<file path="src/rtl/estacao_reserva_pkg.sv">
// rtl/estacao_reserva_pkg.sv - shared widths, opcodes and FSM states for the reservation station
package estacao_reserva_pkg;

  localparam int TAG_W  = 3;
  localparam int DATA_W = 16;
  localparam int IDX_W  = 3;

  localparam logic [TAG_W-1:0] TAG_NONE = 3'd0;

  localparam logic [2:0] OP_ADD = 3'b001;
  localparam logic [2:0] OP_SUB = 3'b010;
  localparam logic [2:0] OP_LD  = 3'b011;
  localparam logic [2:0] OP_ST  = 3'b100;

  typedef enum logic [1:0] {
    IDLE      = 2'd0,
    SEND      = 2'd1,
    WAIT_DONE = 2'd2
  } estado_t;

endpackage

</file>
<file path="src/rtl/estacao_entrada.sv">
// rtl/estacao_entrada.sv - one reservation entry: issue write, CDB bypass and CDB snoop
module estacao_entrada
  import estacao_reserva_pkg::*;
(
  input  logic              CLK,
  input  logic              CLR,
  input  logic              wr_en,
  input  logic [2:0]        issue_op,
  input  logic [DATA_W-1:0] issue_vj,
  input  logic [TAG_W-1:0]  issue_qj,
  input  logic [DATA_W-1:0] issue_vk,
  input  logic [TAG_W-1:0]  issue_qk,
  input  logic              cdb_valid,
  input  logic [TAG_W-1:0]  cdb_tag,
  input  logic [DATA_W-1:0] cdb_data,
  input  logic              disp_en,
  input  logic              free_en,
  output logic              busy,
  output logic              ready,
  output logic [DATA_W-1:0] vj,
  output logic [DATA_W-1:0] vk,
  output logic [2:0]        op
);

  logic [TAG_W-1:0] qj;
  logic [TAG_W-1:0] qk;
  logic             dispatched;
  logic             cdb_live;
  logic             byp_j;
  logic             byp_k;
  logic             snp_j;
  logic             snp_k;

  // CDB matches: bypass compares against the incoming issue, snoop against stored tags
  always_comb begin
    cdb_live = cdb_valid && (cdb_tag != TAG_NONE);
    byp_j    = cdb_live && (cdb_tag == issue_qj);
    byp_k    = cdb_live && (cdb_tag == issue_qk);
    snp_j    = cdb_live && busy && (qj == cdb_tag);
    snp_k    = cdb_live && busy && (qk == cdb_tag);
  end

  // Entry registers; an issue only ever targets a free entry, so it excludes snoop/dispatch/free
  always_ff @(posedge CLK) begin
    if (CLR) begin
      busy       <= 1'b0;
      dispatched <= 1'b0;
      op         <= 3'd0;
      vj         <= '0;
      vk         <= '0;
      qj         <= TAG_NONE;
      qk         <= TAG_NONE;
    end else if (wr_en) begin
      busy       <= 1'b1;
      dispatched <= 1'b0;
      op         <= issue_op;
      vj         <= byp_j ? cdb_data : issue_vj;
      qj         <= byp_j ? TAG_NONE : issue_qj;
      vk         <= byp_k ? cdb_data : issue_vk;
      qk         <= byp_k ? TAG_NONE : issue_qk;
    end else begin
      if (snp_j) begin
        vj <= cdb_data;
        qj <= TAG_NONE;
      end
      if (snp_k) begin
        vk <= cdb_data;
        qk <= TAG_NONE;
      end
      if (disp_en) begin
        dispatched <= 1'b1;
      end
      if (free_en) begin
        busy <= 1'b0;
      end
    end
  end

  assign ready = busy && !dispatched && (qj == TAG_NONE) && (qk == TAG_NONE);

endmodule

</file>
<file path="src/rtl/estacao_reserva.sv">
// rtl/estacao_reserva.sv - reservation station top: entries, priority encoders, dispatch FSM
module estacao_reserva
  import estacao_reserva_pkg::*;
#(
  parameter int ENTRIES  = 3,
  parameter int TAG_BASE = 1
) (
  input  logic              CLK,
  input  logic              CLR,
  input  logic              issue_valid,
  input  logic [2:0]        issue_op,
  input  logic [DATA_W-1:0] issue_vj,
  input  logic [TAG_W-1:0]  issue_qj,
  input  logic [DATA_W-1:0] issue_vk,
  input  logic [TAG_W-1:0]  issue_qk,
  output logic              issue_ready,
  output logic [TAG_W-1:0]  issue_tag,
  input  logic              cdb_valid,
  input  logic [TAG_W-1:0]  cdb_tag,
  input  logic [DATA_W-1:0] cdb_data,
  output logic              start,
  output logic [TAG_W-1:0]  ID_out,
  output logic [DATA_W-1:0] Dado1,
  output logic [DATA_W-1:0] Dado2,
  output logic [2:0]        op,
  input  logic              ua_busy,
  input  logic              confirmacao
);

  logic [ENTRIES-1:0] e_busy;
  logic [ENTRIES-1:0] e_ready;
  logic [ENTRIES-1:0] wr_vec;
  logic [ENTRIES-1:0] disp_vec;
  logic [ENTRIES-1:0] free_vec;
  logic [DATA_W-1:0]  e_vj [ENTRIES];
  logic [DATA_W-1:0]  e_vk [ENTRIES];
  logic [2:0]         e_op [ENTRIES];

  logic [IDX_W-1:0]   free_idx;
  logic [IDX_W-1:0]   rdy_idx;
  logic [IDX_W-1:0]   sel_idx;
  logic               any_free;
  logic               any_ready;
  logic [DATA_W-1:0]  rdy_vj;
  logic [DATA_W-1:0]  rdy_vk;
  logic [2:0]         rdy_op;

  estado_t estado;
  estado_t prox;
  logic    dispatch_go;
  logic    free_go;

  for (genvar i = 0; i < ENTRIES; i++) begin : g_ent
    estacao_entrada u_ent (
      .CLK       (CLK),
      .CLR       (CLR),
      .wr_en     (wr_vec[i]),
      .issue_op  (issue_op),
      .issue_vj  (issue_vj),
      .issue_qj  (issue_qj),
      .issue_vk  (issue_vk),
      .issue_qk  (issue_qk),
      .cdb_valid (cdb_valid),
      .cdb_tag   (cdb_tag),
      .cdb_data  (cdb_data),
      .disp_en   (disp_vec[i]),
      .free_en   (free_vec[i]),
      .busy      (e_busy[i]),
      .ready     (e_ready[i]),
      .vj        (e_vj[i]),
      .vk        (e_vk[i]),
      .op        (e_op[i])
    );
  end

  // Lowest-index free slot and lowest-index ready entry, plus the ready entry's fields
  always_comb begin
    any_free  = 1'b0;
    free_idx  = '0;
    any_ready = 1'b0;
    rdy_idx   = '0;
    rdy_vj    = '0;
    rdy_vk    = '0;
    rdy_op    = 3'd0;
    for (int i = ENTRIES - 1; i >= 0; i--) begin
      if (!e_busy[i]) begin
        any_free = 1'b1;
        free_idx = IDX_W'(i);
      end
      if (e_ready[i]) begin
        any_ready = 1'b1;
        rdy_idx   = IDX_W'(i);
        rdy_vj    = e_vj[i];
        rdy_vk    = e_vk[i];
        rdy_op    = e_op[i];
      end
    end
  end

  assign issue_ready = any_free;
  assign issue_tag   = TAG_W'(TAG_BASE) + free_idx;

  // One-hot strobes to the entries for issue write, dispatch mark and release
  always_comb begin
    wr_vec   = '0;
    disp_vec = '0;
    free_vec = '0;
    for (int i = 0; i < ENTRIES; i++) begin
      wr_vec[i]   = issue_valid && any_free && (free_idx == IDX_W'(i));
      disp_vec[i] = dispatch_go && (rdy_idx == IDX_W'(i));
      free_vec[i] = free_go && (sel_idx == IDX_W'(i));
    end
  end

  // FSM state register
  always_ff @(posedge CLK) begin
    if (CLR) begin
      estado <= IDLE;
    end else begin
      estado <= prox;
    end
  end

  // Next state: dispatch from IDLE, one SEND cycle, then hold operands until the unit confirms
  always_comb begin
    prox        = estado;
    dispatch_go = 1'b0;
    free_go     = 1'b0;
    case (estado)
      IDLE: begin
        if (!ua_busy && any_ready) begin
          dispatch_go = 1'b1;
          prox        = SEND;
        end
      end
      SEND: begin
        prox = WAIT_DONE;
      end
      WAIT_DONE: begin
        if (!ua_busy && confirmacao) begin
          free_go = 1'b1;
          prox    = IDLE;
        end
      end
      default: begin
        prox = IDLE;
      end
    endcase
  end

  // Registered unit interface; operands only change on a new dispatch so they stay stable
  always_ff @(posedge CLK) begin
    if (CLR) begin
      start   <= 1'b0;
      ID_out  <= TAG_NONE;
      Dado1   <= '0;
      Dado2   <= '0;
      op      <= 3'd0;
      sel_idx <= '0;
    end else begin
      start <= dispatch_go;
      if (dispatch_go) begin
        ID_out  <= TAG_W'(TAG_BASE) + rdy_idx;
        Dado1   <= rdy_vj;
        Dado2   <= rdy_vk;
        op      <= rdy_op;
        sel_idx <= rdy_idx;
      end
    end
  end

endmodule

</file>
<file path="config.mk">
export PLATFORM = sky130hd
export DESIGN_NAME = estacao_reserva
export DESIGN_NICKNAME = d
export VERILOG_FILES = /design/src/rtl/estacao_reserva_pkg.sv /design/src/rtl/estacao_entrada.sv /design/src/rtl/estacao_reserva.sv
export SDC_FILE = /design/constraint.sdc
export NUM_CORES = 1
export LEC_CHECK = 0
export BUFFER_PORTS_ARGS = -buffer_cell sky130_fd_sc_hd__buf_2
export CAP_MARGIN = 40
export CORE_AREA = 10 10 123 236
export DETAILED_ROUTE_END_ITERATION = 8
export DIE_AREA = 0 0 133 246
export PLACE_DENSITY = 0.52
export SLEW_MARGIN = 20
export SYNTH_ARGS = -nofsm -noshare
export SYNTH_HDL_FRONTEND = slang
export SYNTH_SLANG_ARGS = --single-unit
</file>
<file path="constraint.sdc">
create_clock -name CLK -period 3.55 [get_ports CLK]
set_clock_uncertainty 0.1 [all_clocks]
set_input_delay 0.355 -clock CLK [delete_from_list [all_inputs] [get_ports CLK]]
set_output_delay 0.355 -clock CLK [all_outputs]
set_load 0.02 [all_outputs]
</file>
==> metrics, run 1 <==
Die Y=246 um; utilization after layout=36.2%; row cnt=82; antenna viol nets, final=0; worst vdd ir=267 uV; Post-CTS Hold Fix Bufs=0; Top Ports=109; Pre-antenna DRT Iters=8; Max Cap Violations=0; first-pass GRT wire length=43900 um; CP Max Fanout=20; Seq/Total Area, Yosys=44.8%; Setup Fix Bufs, Post-CTS=0; Initial Utilization=30.6%; Starting DRT DRC Count=932; Final Max Tran Viols=0; most frequent cells in the layout=nor2_1, dfxtp_1, buf_2, a222oi_1; diodes inserted=0; leak pwr=0.00341 uW; Vias/cell=5.75; CP bufs+invs=2; largest net degree at the start of global routing=156; Worst-Skew Late Latency=0.43 ns; die area=32700 um2; final setup fails=0; CP Class=reg -> reg; CP Capture Type=register; Die Wd=133 um; routed wire length=29000 um; Hold Crit Class=in -> reg; nets@finish=975; count of cell types in the netlist=55; worst-path cell with the longest stage delay=dfxtp_1; register area=3440 um2; clock tree sinks=172; Post-synth EDFFs=0; area of the multi-input gates=3760 um2; Final period util=73.6%; Yosys reg bits=172; Routed WL per cell=23.2 um; HPWL after DPL=20000 um; CTS Buf Count=17; RSZ-0062 raised after global routing=no; predominant post-synthesis flop cell=dfxtp_1; Worst setup SP type=register; Cell Pwr Density=531 nW/um2; # DRC=0; commonest non-fill, non-tap cell in the layout=nor2_1; normalized max-slew margin=42.2%; Final min period=2.61 ns; antenna violations before repair=0; synth warn=0; CTS max path bufs=2; vias in the first global route=7267; CTS root buffer=clkbuf_16; grt ovf=0; final hold violation count=0; ys async rst share=0%; layout cells sized above 1=22.4%; CTS resizes=0; clock slew seen by the registers of the worst setup and hold paths=0.07 ns; fillers=2668; slowest stage delay, CP=0.61 ns; vias post-DR=7193; syn_area_per_cell=9.28 um2; Final GP Congestion=0.851; PortBufs=107; area grow syn2layout=18.5%; Mapped Nets=898; core area=25100 um2; GRT Overall Usage=17.5%; slew at the pin closest to its max-slew limit=0.867 ns; Required @ worst endpoint=3.74 ns; CP delay by family, top=simple AND/OR/NAND/NOR gates; CTS tree=done; mapped cell area=7680 um2; Clock H-tree levels=4; achievable clock frequency=383 MHz; crit-path cells=nor4b_1 > and2_1 > buf_4 > nor2_2 > nand3_1 > inv_1 > ha_1 > a21oi_1 > nor3_1; status=completed; Mapped Cells=828; CP arrival=2.80 ns; final setup TNS=0 ns
## synthesized netlist by cell type (all sizes together) (9+ instances only)
cell type | n | area [um2]
a2111oi | 32 | 425
a211oi | 36 | 270
a21oi | 19 | 98.9
a221oi | 35 | 307
a222oi | 64 | 641
a22oi | 18 | 135
buf | 40 | 278
clkbuf | 36 | 135
dfxtp | 172 | 3440
inv | 20 | 75.1
nand2 | 23 | 86.3
nor2 | 203 | 779
nor4 | 11 | 90.1
o21ai | 36 | 180
xnor2 | 9 | 101
xor2 | 15 | 131
## kinds of logic after synthesis
family / count (synthesis) / share of synthesized area [%]
and+or+nand+nor: 274 / 15.8
AOI/OAI and AO/OA: 253 / 28.7
DFF: 172 / 44.8
buffers and inverters: 96 / 6.35
xor gates and xnor gates: 24 / 3.03
adders and majority gates: 4 / 0.652
muxes: 4 / 0.521
other: 1 / 0.0488
## registers in the layout (all words and copies together), names as in the netlist
name                    count
Dado1                      16
Dado2                      16
ID_out                      3
estado                      2
g_ent.u_ent.busy            3
g_ent.u_ent.dispatched      3
g_ent.u_ent.op              9
g_ent.u_ent.qj              9
g_ent.u_ent.qk              9
g_ent.u_ent.vj             48
g_ent.u_ent.vk             48
op                          3
sel_idx                     2
start                       1
## layer usage
layer	global-route usage, %	wire length [um]	vias to the layer above
li1	-	-	3287
met1	18.1	10500	3536
met2	31.6	15400	304
met3	2.94	1490	66
met4	11.3	1620	0
met5	0	0	-
## cell type report
| cell class | count | share of cell area (%) |
|---|---|---|
| inverter | 20 | 0.825 |
| clock inverter | 12 | 1.91 |
| sequential | 172 | 37.8 |
| tap | 336 | 4.62 |
| multi-input combinational | 560 | 41.3 |
| timing repair buffer | 134 | 8.76 |
| clock buffer | 18 | 4.72 |
## final timing paths
kind,depth (start not counted),slack [ns],startpoint,to
min,3,0.09,issue_op[1],g_ent[1].u_ent.op[1]$_SDFFE_PP0P_
max,9,0.94,g_ent[0].u_ent.busy$_SDFFE_PP0P_,g_ent[2].u_ent.dispatched$_SDFFE_PP0P_
max reg2reg,9,0.94,g_ent[0].u_ent.busy$_SDFFE_PP0P_,g_ent[2].u_ent.dispatched$_SDFFE_PP0P_
min reg2reg,2,0.35,g_ent[2].u_ent.op[1]$_SDFFE_PP0P_,g_ent[2].u_ent.op[1]$_SDFFE_PP0P_
## worst min-delay path, delay by kind of cell
| family | cells | cell delay [ns] |
|---|---|---|
| buf+inv | 1 | 0.12 |
| simple gates | 1 | 0.05 |
| compound gates | 1 | 0.05 |
## power by group
group	internal (uW)	leakage [uW]	switching (uW)	total [uW]
clock network	1170	0.000284	784	1950
logic	264	0.00173	506	770
registers	2040	0.00140	72.2	2110
total	3470	0.00341	1360	4830
## per-stage QoR
| stage | cell area, um2 | instances | power [uW] | hold WS, ns | worst slack, ns |
|---|---|---|---|---|---|
| floorplan | 7680 | 828 | 2630 | 0.333 | 1.46 |
| global placement | 8450 | 1219 | 2910 | 0.338 | 0.783 |
| detailed placement | 8470 | 1220 | 2930 | 0.344 | 0.943 |
| CTS | 9070 | 1250 | 4880 | 0.0698 | 0.929 |
| global route | 9100 | 1252 | 5030 | 0.0853 | 0.741 |
| finish | 9100 | 1252 | 4830 | 0.0869 | 0.938 |
No activity file was read; power rests on OpenSTA's default activity.
==> run 2, diff against run 1 <==
Clock period 3.55 ns to 2.65 ns, I/O delays scaled along.
==> run 2 against run 1 <==
The run now ends with design-rule violations left. Cell area up 1.8%. Utilization up 0.66 points. Flip-flop and latch count unchanged. Non-clock buffer count up 20. Via count increased by 2.1%. Cell count grew 1.6%. Worst setup slack worse by 0.59 ns. Routed wire length grew 1.9%. Global-route usage grew 0.12 points. Worst hold slack lost 0.074 ns. Sequential share of layout area shrank 0.68 points. Clock power is 28% higher. Largest cell class unchanged.
==> metrics, run 2 (synthesis gave the netlist of run 1 again) <==
M1 WL=10600 um; Crit path top cell by count=buf_4; area grow syn2layout=20.7%; Final Max Tran Viols=0; core area=25100 um2; Hold Crit Class=in -> reg; Final period util=86.8%; most frequent cells in the layout=nor2_1, dfxtp_1, buf_2, a222oi_1; grt ovf=0; CTS Buf Count=17; slew at the pin closest to its max-slew limit=0.720 ns; PortBufs=107; CP Max Fanout=35; Die Y=246 um; GRT Overall Usage=17.6%; vias post-DR=7345; clock slew seen by the registers of the worst setup and hold paths=0.07 ns; largest net degree at the start of global routing=82; first-pass GRT wire length=44300 um; achievable clock frequency=435 MHz; Initial Utilization=30.6%; met2 WL post-DR=15900 um; commonest non-fill, non-tap cell in the layout=nor2_1; slowest stage delay, CP=0.45 ns; CP Class=reg -> reg; Vias/cell=5.77; layout cells sized above 1=23.7%; antenna viol nets, final=0; Max Cap Violations=0; # DRC=1; final setup TNS=0 ns; CP arrival=2.54 ns; RSZ-0062 raised after global routing=no; CP Capture Type=register; worst vdd ir=417 uV; normalized max-slew margin=52.0%; Starting DRT DRC Count=984; final hold violation count=0; Highest Signal Layer=met4; Worst setup SP type=register; clock tree sinks=172; CTS tree=done; CTS max path bufs=2; Setup Fix Bufs, Post-CTS=0; Clock H-tree levels=4; Pre-antenna DRT Iters=9; CTS resizes=0; CTS root buffer=clkbuf_16; final setup fails=0; fillers=2597; largest registers=g_ent.u_ent.vj (48), g_ent.u_ent.vk (48); failing checks=design-rule violations; CP delay by family, top=simple AND/OR/NAND/NOR gates; Routed WL per cell=23.2 um; routed wire length=29500 um; nets@finish=995; non-filler instance count after layout=1272; area of the multi-input gates=3760 um2; dpl cells=1240; worst-path cell with the longest stage delay=buf_4; Worst-Skew Late Latency=0.44 ns; register area=3440 um2; Required @ worst endpoint=2.89 ns; HPWL after DPL=20800 um; leak pwr=0.00351 uW; Cell Pwr Density=691 nW/um2; status=finished, violations left; met3 WL post-DR=1580 um; Post-CTS Hold Fix Bufs=2; row cnt=82; crit-path cells=nor4_1 > buf_4 > and2_1 > buf_4 > a221oi_1 > a211oi_1; Die Wd=133 um; Top Ports=109; die area=32700 um2; CP bufs+invs=2; vias in the first global route=7390; Final min period=2.30 ns; antenna violations before repair=0; Final GP Congestion=0.934
==> run 2: cell count changes in the layout (fill, tap and decap cells not counted), sizes merged <==
cell         before  now
clkinv            4    3
dlygate4sd3       0    2
buf             134  152
clkbuf           18   22
clkinvlp          4    2
diode             0    1
bufinv            4    2
==> run 2: layer usage <==
| metal | global-route usage [%] | up-vias |
|---|---|---|
| met5 | 0 | - |
| met1 | 17.7 | 3668 |
| met4 | 10.8 | 0 |
| met3 | 3.57 | 61 |
| met2 | 32.3 | 297 |
| li1 | - | 3319 |
==> run 2: worst paths after layout <==
check                                                        from                                 to  slack (ns)  depth (start not counted)
worst max-delay path            g_ent[0].u_ent.qj[0]$_SDFFE_PP0P_              Dado1[5]$_SDFFE_PP0P_        0.35                          6
worst min-delay path                                  issue_op[2]  g_ent[1].u_ent.op[2]$_SDFFE_PP0P_        0.01                          3
worst max register to register  g_ent[0].u_ent.qj[0]$_SDFFE_PP0P_              Dado1[5]$_SDFFE_PP0P_        0.35                          6
worst min register to register  g_ent[2].u_ent.op[1]$_SDFFE_PP0P_  g_ent[2].u_ent.op[1]$_SDFFE_PP0P_        0.35                          2
==> run 2: cell type report <==
type	count	area share [%]
Antenna cell	1	0.0270
Clock buffer	22	5.22
Clock inverter	7	0.972
Inverter	20	0.810
Multi-Input combinational cell	560	40.6
Sequential cell	172	37.2
Tap cell	336	4.54
Timing Repair Buffer	154	10.7
==> run 2: metrics by stage <==
stage / hold slack (ns) / setup WS (ns) / utilization (%) / instance area (um2) / power (uW)
global route: 0.0169 / 0.182 / 36.9 / 9270 / 6660
floorplan: 0.301 / 0.561 / - / 7680 / 3520
finish: 0.0127 / 0.351 / 36.9 / 9270 / 6400
global placement: 0.340 / 0.156 / 34.3 / 8630 / 3940
detailed placement: 0.345 / 0.340 / 34.5 / 8670 / 3950
CTS: 0.00435 / 0.320 / 36.9 / 9270 / 6440
==> run 2: worst min-delay path, cell delays in order <==
cell	delay (ns)
buf_2	0.13
nand2_1	0.06
a21oi_1	0.05
==> run 2: where the power goes <==
part | total, uW | internal (uW) | switching [uW] | leakage [uW]
clock | 2500 | 1470 | 1030 | 0.000280
combinational | 1070 | 382 | 692 | 0.00183
sequential | 2830 | 2740 | 92.9 | 0.00140
